===== src/rtl/pwm_duty_ctrl.sv =====
// Duty-word controller for the LED dimmer's 4-bit PWM comparator.
// Two push-buttons step the duty up or down, with debounce and auto-repeat.
// A breathe switch overrides the buttons and ramps the duty between 0 and 15.
module pwm_duty_ctrl #(
  parameter int         CNT_W       = 26,
  parameter int         DB_CYCLES   = 500000,
  parameter int         RPT_DELAY   = 25000000,
  parameter int         RPT_PERIOD  = 5000000,
  parameter int         BRTH_PERIOD = 3125000,
  parameter logic [3:0] INIT_DUTY   = 4'd0
) (
  input  logic       clk,
  input  logic       reset_n,
  input  logic       btn_up,
  input  logic       btn_dn,
  input  logic       breathe_en,
  output logic [3:0] duty_out,
  output logic       at_max,
  output logic       at_min,
  output logic       step_pulse,
  output logic       mode_breathe
);

  typedef enum logic [1:0] {
    MANUAL = 2'd0,
    BR_UP  = 2'd1,
    BR_DN  = 2'd2
  } state_t;

  localparam logic [CNT_W-1:0] DB_LAST   = CNT_W'(DB_CYCLES - 1);
  localparam logic [CNT_W-1:0] RPT_FIRST = CNT_W'(RPT_DELAY);
  localparam logic [CNT_W-1:0] RPT_NEXT  = CNT_W'(RPT_PERIOD);
  localparam logic [CNT_W-1:0] BRTH_LAST = CNT_W'(BRTH_PERIOD - 1);
  localparam logic [CNT_W-1:0] CNT_ONE   = CNT_W'(1);

  // Index 0 is the "up" button, index 1 the "down" button throughout.
  logic [1:0]       btn_raw;
  logic [1:0]       btn_meta;
  logic [1:0]       btn_sync;
  logic [1:0]       btn_acc;
  logic [1:0]       btn_acc_d;
  logic [1:0]       btn_rise;
  logic [1:0]       rpt_hit;
  logic [1:0]       btn_req;
  logic [1:0]       rpt_phase;
  logic [CNT_W-1:0] db_cnt   [2];
  logic [CNT_W-1:0] hold_cnt [2];

  logic             br_meta;
  logic             br_sync;
  logic [CNT_W-1:0] brth_cnt;
  logic             brth_tick;

  state_t           state;
  state_t           state_next;
  logic [3:0]       duty_next;

  assign btn_raw   = {btn_dn, btn_up};
  assign brth_tick = (brth_cnt == BRTH_LAST);
  assign at_max    = (duty_out == 4'd15);
  assign at_min    = (duty_out == 4'd0);

  // Two-flop synchronisers for both buttons and the breathe switch.
  always_ff @(posedge clk or negedge reset_n) begin
    if (!reset_n) begin
      btn_meta <= '0;
      btn_sync <= '0;
      br_meta  <= 1'b0;
      br_sync  <= 1'b0;
    end else begin
      btn_meta <= btn_raw;
      btn_sync <= btn_meta;
      br_meta  <= breathe_en;
      br_sync  <= br_meta;
    end
  end

  // Debounce: accept a new level only after it has differed for DB_CYCLES cycles in a row.
  always_ff @(posedge clk or negedge reset_n) begin
    if (!reset_n) begin
      btn_acc   <= '0;
      btn_acc_d <= '0;
      for (int i = 0; i < 2; i++) begin
        db_cnt[i] <= '0;
      end
    end else begin
      btn_acc_d <= btn_acc;
      for (int i = 0; i < 2; i++) begin
        if (btn_sync[i] == btn_acc[i]) begin
          db_cnt[i] <= '0;
        end else if (db_cnt[i] == DB_LAST) begin
          btn_acc[i] <= btn_sync[i];
          db_cnt[i]  <= '0;
        end else begin
          db_cnt[i] <= db_cnt[i] + CNT_ONE;
        end
      end
    end
  end

  // Press edges and auto-repeat hits become step requests, honoured only in MANUAL.
  always_comb begin
    btn_rise = '0;
    rpt_hit  = '0;
    btn_req  = '0;
    for (int i = 0; i < 2; i++) begin
      btn_rise[i] = btn_acc[i] & ~btn_acc_d[i];
      rpt_hit[i]  = btn_acc[i] & (hold_cnt[i] != '0) &
                    (rpt_phase[i] ? (hold_cnt[i] == RPT_NEXT) : (hold_cnt[i] == RPT_FIRST));
      btn_req[i]  = (state == MANUAL) & (btn_rise[i] | rpt_hit[i]);
    end
  end

  // Hold counters measure time since the last request; zero means idle, so a button
  // still held on return from breathe never repeats until it is pressed afresh.
  always_ff @(posedge clk or negedge reset_n) begin
    if (!reset_n) begin
      rpt_phase <= '0;
      for (int i = 0; i < 2; i++) begin
        hold_cnt[i] <= '0;
      end
    end else begin
      for (int i = 0; i < 2; i++) begin
        if ((state != MANUAL) || !btn_acc[i]) begin
          hold_cnt[i]  <= '0;
          rpt_phase[i] <= 1'b0;
        end else if (btn_rise[i] || rpt_hit[i]) begin
          hold_cnt[i]  <= CNT_ONE;
          rpt_phase[i] <= rpt_hit[i];
        end else if (hold_cnt[i] != '0) begin
          hold_cnt[i] <= hold_cnt[i] + CNT_ONE;
        end
      end
    end
  end

  // Breathe timer restarts on every entry to breathe mode and wraps on each tick.
  always_ff @(posedge clk or negedge reset_n) begin
    if (!reset_n) begin
      brth_cnt <= '0;
    end else if ((state == MANUAL) || !br_sync || brth_tick) begin
      brth_cnt <= '0;
    end else begin
      brth_cnt <= brth_cnt + CNT_ONE;
    end
  end

  // Next-state and next-duty: saturating manual steps, or the bouncing breathe ramp.
  always_comb begin
    state_next = state;
    duty_next  = duty_out;
    case (state)
      MANUAL: begin
        if (br_sync) begin
          state_next = BR_UP;
        end else if (btn_req[0] && !btn_req[1] && (duty_out != 4'd15)) begin
          duty_next = duty_out + 4'd1;
        end else if (btn_req[1] && !btn_req[0] && (duty_out != 4'd0)) begin
          duty_next = duty_out - 4'd1;
        end
      end
      BR_UP: begin
        if (!br_sync) begin
          state_next = MANUAL;
        end else if (brth_tick) begin
          if (duty_out == 4'd15) begin
            state_next = BR_DN;
            duty_next  = 4'd14;
          end else begin
            duty_next = duty_out + 4'd1;
          end
        end
      end
      BR_DN: begin
        if (!br_sync) begin
          state_next = MANUAL;
        end else if (brth_tick) begin
          if (duty_out == 4'd0) begin
            state_next = BR_UP;
            duty_next  = 4'd1;
          end else begin
            duty_next = duty_out - 4'd1;
          end
        end
      end
      default: state_next = MANUAL;
    endcase
  end

  // State, duty and the registered status outputs.
  always_ff @(posedge clk or negedge reset_n) begin
    if (!reset_n) begin
      state        <= MANUAL;
      duty_out     <= INIT_DUTY;
      step_pulse   <= 1'b0;
      mode_breathe <= 1'b0;
    end else begin
      state        <= state_next;
      duty_out     <= duty_next;
      step_pulse   <= (duty_next != duty_out);
      mode_breathe <= (state_next != MANUAL);
    end
  end

endmodule


===== config.mk =====
export PLATFORM = sky130hd
export DESIGN_NAME = pwm_duty_ctrl
export DESIGN_NICKNAME = d
export VERILOG_FILES = /design/src/rtl/pwm_duty_ctrl.sv
export SDC_FILE = /design/constraint.sdc
export NUM_CORES = 1
export LEC_CHECK = 0
export ABC_CLOCK_PERIOD_IN_PS = 5600
export CAP_MARGIN = 20
export CORE_ASPECT_RATIO = 0.6
export CORE_MARGIN = 3
export CORE_UTILIZATION = 45
export CTS_CLUSTER_SIZE = 16
export DETAILED_ROUTE_END_ITERATION = 10
export SYNTH_ARGS = -nofsm -noshare
export SYNTH_HDL_FRONTEND = slang
export SYNTH_SLANG_ARGS = --single-unit
export TNS_END_PERCENT = 20

===== constraint.sdc =====
create_clock -name clk -period 5.6 [get_ports clk]
set_input_delay 0.84 -clock clk [delete_from_list [all_inputs] [get_ports clk]]
set_output_delay 0.84 -clock clk [all_outputs]
set_load 0.005 [all_outputs]

* Word-level counts from Yosys, hierarchy flattened
Cells that the tools add are included.
** Word-level totals
- Flip-flop bits (word level) :: 150
- Word-level logic and storage cells :: 116
** Cells by class
- Add/sub/neg operators :: 7
- Multiplexer cells :: 35
- Bitwise gates (word level) :: 14
- Equal/unequal tests :: 14
- Reductions and logical operators :: 28
** Operator list (count)
- two-way mux 26 bit :: 11
- adder 26 x 1 -> 26 bit (second input constant) :: 5
- equality test 26 x 19 -> 1 bit (second input constant) :: 2
- equality test 26 x 23 -> 1 bit (second input constant) :: 2
- equality test 26 x 25 -> 1 bit (second input constant) :: 2
- nonzero test 26 bit :: 2
- two-way mux 4 bit :: 9
- equality test 26 x 22 -> 1 bit (second input constant) :: 1
- two-way mux 2 bit :: 7
- one-hot mux 4 bit (3 select lines) :: 1
- AND 1 bit :: 8
- nonzero test 2 bit :: 4
- logical OR 1 bit :: 6
- two-way mux 1 bit :: 6
- one-hot mux 2 bit (3 select lines) :: 1
- nonzero test 3 bit :: 2
- logical NOT 1 bit :: 5
- adder 4 x 1 -> 4 bit (second input constant) :: 1
- equality test 4 bit (second input constant) :: 1
- logical AND 1 bit :: 4
- logical NOT 4 bit :: 1
- != test 4 bit :: 1
- != test 4 bit (second input constant) :: 1
- inverter 1 bit :: 4
- other kinds (8) :: 11

* Depth between registers and ports, before layout
Gate-level depths: netlist (run 1).
- Depth in word-level cells :: 13
- Mapped depth :: 9

* Worst setup path before layout (run 1)
No wires, ideal clock.
- Kind :: register to register
- From :: reg hold_cnt[42] (netlist name)
- To :: reg duty_out[2]
- Stages on the path, launching flop included :: 8
- Arrival time :: 2568 ps
- Path slack :: 2945 ps
- Path buffers :: 0
- Cells stage by stage :: dfrtp_1 -> nand4_1 -> or4_1 -> a2111o_1 -> a2111oi_4 -> a22oi_2 -> or4_1 -> o211ai_1
** Between the ends
- Longest elaborated chain between the ends :: 12
- Elaborated cells on any way between the ends :: 17
- Classes of those cells :: eq/ne: 2; mux: 5; bitwise: 4; reduce/logical: 6
** Ends and longest elaborated chain
- from (decl) :: line 47 : logic [CNT_W-1:0] hold_cnt [2];
- from (signal, indexed assignment) :: line 131 : hold_cnt[i] <= hold_cnt[i] + CNT_ONE;
- equality test 26 x 25 -> 1 bit (tied with other cells) :: line 109 : (rpt_phase[i] ? (hold_cnt[i] == RPT_NEXT) : (hold_cnt[i] == RPT_FIRST));
- two-way mux 1 bit / AND 1 bit (equally long branches) :: line 109, 108
- AND 1 bit * :: line 108 : rpt_hit[i] = btn_acc[i] & (hold_cnt[i] != '0) &
- OR 1 bit * :: line 110 : btn_req[i] = (state == MANUAL) & (btn_rise[i] | rpt_hit[i]);
- AND 1 bit * :: line 110
- logical NOT 1 bit :: line 158 : end else if (btn_req[1] && !btn_req[0] && (duty_out != 4'd0)) begin
- logical AND 1 bit (2 in series) :: line 158
- two-way mux 4 bit :: line 158
- two-way mux 4 bit * :: line 156 : end else if (btn_req[0] && !btn_req[1] && (duty_out != 4'd15)) begin
- two-way mux 4 bit * :: line 154 : if (br_sync) begin
- one-hot mux 4 bit (3 select lines) * :: line 152 : case (state)
- named net duty_next[2] :: line 56 : logic [3:0] duty_next;
- to (signal assigned) :: line 199 : duty_out <= duty_next;
- to (decl) :: line 17 : output logic [3:0] duty_out,
Mark *: on every way through the listed nets, which the timed path passes. The rest lies on a longest branch.
A chain may end at the register's enable or synchronous reset.

* Final worst setup path (run 1)
- From :: reg duty_out[1]
- To :: out at_max
** Between the ends
- Longest elaborated chain between the ends :: 1
** Ends and longest elaborated chain
- equality test 4 bit :: line 60 : assign at_max = (duty_out == 4'd15);
- to (decl) :: line 18 : output logic at_max,
No other way between the ends.

==> flow_metrics.env, run 1 <==
export IMPL_hp_start="btn_meta[1]"
export IMPL_critPathMaxFanout=10
export IMPL_cp_endpoint="at_max"
export IMPL_vias=5897
export IMPL_grt_max_degree=96
export IMPL_p_leak_nw=3.506
export IMPL_gp_congestion=0.9477
export IMPL_arrival_ns=2.22
export IMPL_p_per_area_nw_per_um2=269.3
export IMPL_root_buffer="clkbuf_16"
export IMPL_synth_seq_cells=150
export IMPL_grt_pass1_vias=5762
export IMPL_reg2reg_from="hold_cnt[26]"
export IMPL_insertion_delay_ns=0.42
export IMPL_num_io_pins=13
export IMPL_synth_largest_area_cell="dfrtp_1"
export IMPL_seq_power_share_pct=47.1
export IMPL_worst_r2r_cell_count=9
export IMPL_final_cell_mix="nor2_1 (157), dfrtp_1 (150), nand2_1 (69), xor2_1 (67), nand3_1 (43)"
export IMPL_syn_area_um2=7662
export IMPL_viasPerCell=5.480
export IMPL_fin_cells=1076
export IMPL_wire_per_inst_um=15.03
export IMPL_finalClockSkew_ns=0.01363
export IMPL_clockBufferDepth=2
export IMPL_dp_cells=1043
export IMPL_power_total_mw=2.330
export IMPL_drtIter0Drc=551
export IMPL_drc=0
export IMPL_irDropWorstVdd_v=0.0002261
export IMPL_p_int_mw=1.826
export IMPL_tritoncts="done"
export IMPL_cp_data_required_time_ns=4.76
export IMPL_relSlewSlack_pct=34.61
export IMPL_dieArea_um2=18680
export IMPL_crit_start="duty_out[1]"
export IMPL_path_class="flop to output port"
export IMPL_layout_drive_gt1_share_pct=5.542
export IMPL_first_pass_iters=5
export IMPL_max_clock_freq_ghz=0.3273
export IMPL_slew_viol_final=0
export IMPL_drv_cap=0
export IMPL_antenna_found_initial=0
export IMPL_synth_edff_count=0
export IMPL_n_antenna_cell=0
export IMPL_fin_crit_sh_pct=54.56
export IMPL_rsz0062_at_grt="false"
export IMPL_cts_buffers=17
export IMPL_setup_viol=0
export IMPL_grtUsageTotal_pct=18.47
export IMPL_htreeDepth=4
export IMPL_mostFrequentLayoutCell="nor2_1"
export IMPL_worst_setup_path_start_kind="flop"
export IMPL_avgSynthCellArea_um2=9.367
export IMPL_min_path_type="flop to flop"
export IMPL_portBuffers=12
export IMPL_fp_dieW_um=174.5
export IMPL_clkTransAtPathRegs_ns=0.06
export IMPL_clockPowerShare_pct=50.7
export IMPL_start_util_pct=46.61
export IMPL_setup_tns_final_ns=0
export IMPL_r2r_setup_slack_ns=2.62
export IMPL_grt_ovfl_total=0
export IMPL_hold_buffers=0
export IMPL_ys_warn_count=0
export IMPL_antenna_left=0
export IMPL_crit_path_cell_trace="ha_1 -> nand3_1 -> inv_1 -> clkdlybuf4s50_1"
export IMPL_worst_path_buf_inv=2
export IMPL_cts_setup_buffers=0
export IMPL_ys_types=55
export IMPL_tightest_slew_ns=0.9781
export IMPL_timing_rr_end="duty_out[2]"
export IMPL_clock_sinks=150
export IMPL_end_kind="output port"
export IMPL_fillers=1493
export IMPL_dp_hpwl_um=10990
export IMPL_rows=36
export IMPL_slowest_stage="clkdlybuf4s50_1"
export IMPL_routed_wl_um=16170
export IMPL_synth_top_area_share_pct=48.99
export IMPL_fin_crit_ns=3.055
export IMPL_critical_path_top_delay_family="buffers and inverters"
export IMPL_grt_pass1_wl_um=28380
export IMPL_hold_violations=0
export IMPL_syn_nets=832
export IMPL_synth_main_ff_cell="dfrtp_1"
export IMPL_swShare_pct=21.61
export IMPL_cpPeakStageDelay_ns=0.55
export IMPL_area_growth_pct=12.90
export IMPL_crit_cells=4
export IMPL_status="finished, final reports clean"
export IMPL_die_h_um=107.1
export IMPL_cts_repair_resized=0
export IMPL_yosys_top_cells_area="dfrtp_1 (49%), nor2_1 (7.7%), xor2_1 (7.7%)"
export IMPL_async_reset_ff_share_pct=100.0
export IMPL_combPwrFrac_pct=2.2
export IMPL_synth_cells=818
export IMPL_synth_seq_area_share_pct=48.99
export IMPL_fin_nets=849
export IMPL_core_area_um2=16440
export IMPL_p_sw_uw=503.4
[synthesized netlist by cell type, types with 4 or more instances]
library cell,number
inv_1,20
nor4b_1,7
and2_1,8
nor3_1,13
nor2_1,157
xnor2_1,41
nand3_1,43
and4_1,7
a21oi_1,26
and3_1,24
nand4_1,30
clkbuf_1,18
o21ai_0,27
dfrtp_1,150
ha_1,9
or3_1,20
nand3b_1,4
nand2_1,69
xor2_1,67
nor4_1,17
mux2i_1,7
[per-layer routing]
metal / vias to the layer above / global-route usage (%) / wire length, um
met3: 19 / 3.963 / 654
met2: 122 / 27.85 / 7075
met5: - / 0 / 0
li1: 2877 / - / -
met1: 2879 / 27.07 / 8270
met4: 0 / 4.931 / 170
[worst min path at each step]
stage	end	depth (start not counted)	slack, ns
4_1_cts	btn_sync[1]	0	0.35
5_1_grt	br_sync	0	0.36
3_3_place_gp	br_sync	0	0.33
3_5_place_dp	btn_sync[1]	0	0.34
6_report	btn_sync[1]	0	0.35
2_1_floorplan	br_sync	0	0.33
[through the flow]
stage	utilization (%)	hold WS, ns	setup slack (ns)	instance area, um^2
final	52.62	0.3463	2.545	8651
after global routing	52.62	0.3616	2.406	8651
after detailed placement	48.82	0.3358	2.694	8026
after floorplan	-	0.3312	2.945	7662
after CTS	52.53	0.3491	2.558	8636
after global placement	48.82	0.3331	2.727	8026
[power groups by stage]
stage	Clock [mW]	Combinational, mW	Sequential, mW
floorplan	0	0.0219	1.11
global placement	0	0.0518	1.12
detailed placement	0	0.0539	1.12
CTS	1.21	0.0540	1.10
global route	1.27	0.0599	1.10
finish	1.18	0.0512	1.10
[state kept, by name, summed over array words and instances (netlist names)]
name,flops
br_meta,1
br_sync,1
brth_cnt,26
btn_acc,2
btn_acc_d,2
btn_meta,2
btn_sync,2
db_cnt,52
duty_out,4
hold_cnt,52
mode_breathe,1
rpt_phase,2
state,2
step_pulse,1
[logic make-up (layout without fill, tap and decap cells)]
| kind of cell | after synthesis | after routing | synth area share, % |
|---|---|---|---|
| compound gates | 84 | 84 | 7.169 |
| mux | 9 | 9 | 1.208 |
| xor+xnor | 108 | 108 | 12.34 |
| buf+inv | 39 | 69 | 1.927 |
| fa+ha+maj | 9 | 9 | 1.470 |
| simple gates | 419 | 419 | 26.89 |
| flops | 150 | 150 | 48.99 |
[cell type report]
cell class / instances / area [um^2] / share of cell area, %
clock inverter: 12 / 152.6 / 1.765
multi-input combinational: 629 / 3761 / 43.48
clock buffer: 20 / 456.7 / 5.279
sequential: 150 / 3754 / 43.39
tap: 228 / 285.3 / 3.298
inverter: 20 / 75.07 / 0.8678
timing repair buffer: 17 / 166.4 / 1.924
No activity file was read; power rests on OpenSTA's default activity.
==> inputs of run 2 (changes only) <==
--- a/config.mk
+++ b/config.mk
@@ -5,7 +5,7 @@
 export SDC_FILE = /design/constraint.sdc
 export NUM_CORES = 1
 export LEC_CHECK = 0
-export ABC_CLOCK_PERIOD_IN_PS = 5600
+export ABC_CLOCK_PERIOD_IN_PS = 2800
 export CAP_MARGIN = 20
 export CORE_ASPECT_RATIO = 0.6
 export CORE_MARGIN = 3
==> constraint.sdc (replaced) <==
create_clock -name clk -period 2.8 [get_ports clk]
set_input_delay 0.42 -clock clk [delete_from_list [all_inputs] [get_ports clk]]
set_output_delay 0.42 -clock clk [all_outputs]
set_load 0.005 [all_outputs]
==> run 2 against run 1 <==
Non-clock buffer count increased by 22. Register-to-register slack worse by 2.5 ns. Via count grew 2.8%. Worst hold slack better by 0.0066 ns. Global-route usage up 0.80 points. Core utilization grew 1.5 points. Largest power group unchanged. Highest routed layer unchanged.
==> flow_metrics.env, run 2 (synthesized netlist as in run 1, its figures left out) <==
export IMPL_fin_nets=871
export IMPL_arrival_ns=3.00
export IMPL_area_growth_pct=16.05
export IMPL_antenna_left=0
export IMPL_htreeDepth=4
export IMPL_insertion_delay_ns=0.42
export IMPL_fin_crit_ns=2.705
export IMPL_end_kind="flop"
export IMPL_dp_cells=1058
export IMPL_clockBufferDepth=2
export IMPL_worst_setup_path_start_kind="flop"
export IMPL_relSlewSlack_pct=53.84
export IMPL_top_regs="db_cnt x52, hold_cnt x52, brth_cnt x26"
export IMPL_die_h_um=107.1
export IMPL_grt_pass1_vias=6031
export IMPL_finalClockSkew_ns=0.006657
export IMPL_portBuffers=12
export IMPL_critPathMaxFanout=6
export IMPL_fp_dieW_um=174.5
export IMPL_rsz0062_at_grt="true"
export IMPL_dieArea_um2=18680
export IMPL_start_util_pct=46.61
export IMPL_num_io_pins=13
export IMPL_root_buffer="clkbuf_16"
export IMPL_drc=0
export IMPL_rows=36
export IMPL_gp_congestion=0.8782
export IMPL_grt_ovfl_total=0
export IMPL_cp_data_required_time_ns=3.09
export IMPL_p_per_area_nw_per_um2=531.9
export IMPL_fin_cells=1098
export IMPL_path_class="flop to flop"
export IMPL_core_area_um2=16440
export IMPL_first_pass_iters=7
export IMPL_slew_viol_final=0
export IMPL_drv_cap=0
export IMPL_antenna_found_initial=0
export IMPL_grtUsageTotal_pct=19.28
export IMPL_grt_pass1_wl_um=29590
export IMPL_grt_max_degree=58
export IMPL_final_cell_mix="nor2_1 (157), dfrtp_1 (150), nand2_1 (69), xor2_1 (67), nand3_1 (43)"
export IMPL_hold_violations=0
export IMPL_dpl_worst_slack_ns=-0.08682
export IMPL_n_antenna_cell=0
export IMPL_mostFrequentLayoutCell="nor2_1"
export IMPL_status="finished, final reports clean"
export IMPL_tritoncts="done"
export IMPL_place_area_um2=8152
export IMPL_tightest_slew_ns=0.6898
export IMPL_fin_crit_sh_pct=96.62
export IMPL_irDropWorstVdd_v=0.0005405
export IMPL_max_clock_freq_ghz=0.3696
export IMPL_vias=6062
export IMPL_setup_tns_final_ns=0
export IMPL_power_total_mw=4.730
export IMPL_clock_sinks=150
export IMPL_setup_viol=0
export IMPL_drtIter0Drc=554
export IMPL_viasPerCell=5.521
export IMPL_min_path_type="flop to flop"
export IMPL_layout_drive_gt1_share_pct=8.391
export IMPL_design_area_um2=8892
export IMPL_p_leak_nw=3.627
export IMPL_dp_hpwl_um=11610
export IMPL_worst_slack_ns=0.09451
export IMPL_cts_buffers=17
export IMPL_clkTransAtPathRegs_ns=0.06
export IMPL_wire_per_inst_um=15.41
export IMPL_routed_wl_um=16920
[run 2: cell types whose count changed in the layout (fill, tap and decap cells not counted), moves of 2 or more]
cell        previous run  this run
nor4_1                17        15
nor4b_1                7         5
clkinvlp_4             4         7
clkinv_4               2         0
nor4_2                 0         2
buf_4                  4        25
clkinv_2               3         1
[run 2: layout make-up]
| type | count | area, um^2 |
|---|---|---|
| multi-input cells | 629 | 3815 |
| fillers | 1481 | 7548 |
| repair buffers | 39 | 339.1 |
| flip-flops and latches | 150 | 3754 |
| clock buffers | 20 | 446.7 |
| well taps | 228 | 285.3 |
| clock inverters | 12 | 177.7 |
| inverters | 20 | 75.07 |
[run 2: what timing repair did]
action,4_1_cts,5_1_grt
hold buffers,1,0
setup endpoints to repair,2,3
pin swaps,1,6
gates resized for setup,1,8
hold endpoints to repair,39,0
buffers inserted,5,2
[run 2: final timing paths]
check	end	from	cells past startpoint	slack [ns]
setup / recovery	duty_out[1]	hold_cnt[46]	8	0.09
hold / removal	br_sync	br_meta	0	0.35
setup reg to reg	duty_out[1]	hold_cnt[46]	8	0.09
hold reg to reg	br_sync	br_meta	0	0.35
max in group asynchronous	hold_cnt[38]	reset_n	3	1.57
min in group asynchronous	brth_cnt[22]	reset_n	2	0.48
[run 2: critical path, stage by stage, from the launching register on]
cell and delay (ns):
dfrtp_1 0.40, nand4_1 0.11, or4_1 0.48, a2111o_1 0.48, a2111oi_4 0.35, buf_4 0.20
nor3_1 0.05, o41ai_1 0.39, o21ai_1 0.11
[run 2: layer usage]
layer  global-route usage (%)  share of wire [%]  routed length [um]  vias up
met5                        0                  0                   0        -
met4                    5.963                1.1                 194        0
met3                    3.892                3.6                 609       19
met2                    28.91                 45                7607      119
met1                    28.20                 50                8504     2993
li1                         -                  -                   -     2931
[run 2: metrics by stage]
step           utilization (%)  hold slack [ns]
6_report                 54.09           0.3529
2_1_floorplan                -           0.1244
3_3_place_gp             49.58           0.3329
3_5_place_dp             49.58           0.3401
4_1_cts                  53.71           0.3558
5_1_grt                  54.09           0.3654
[run 2: where the power goes]
part / switching, mW / internal [mW]
logic: 0.0807 / 0.0295
registers: 0.0142 / 2.18
clock network: 0.911 / 1.51
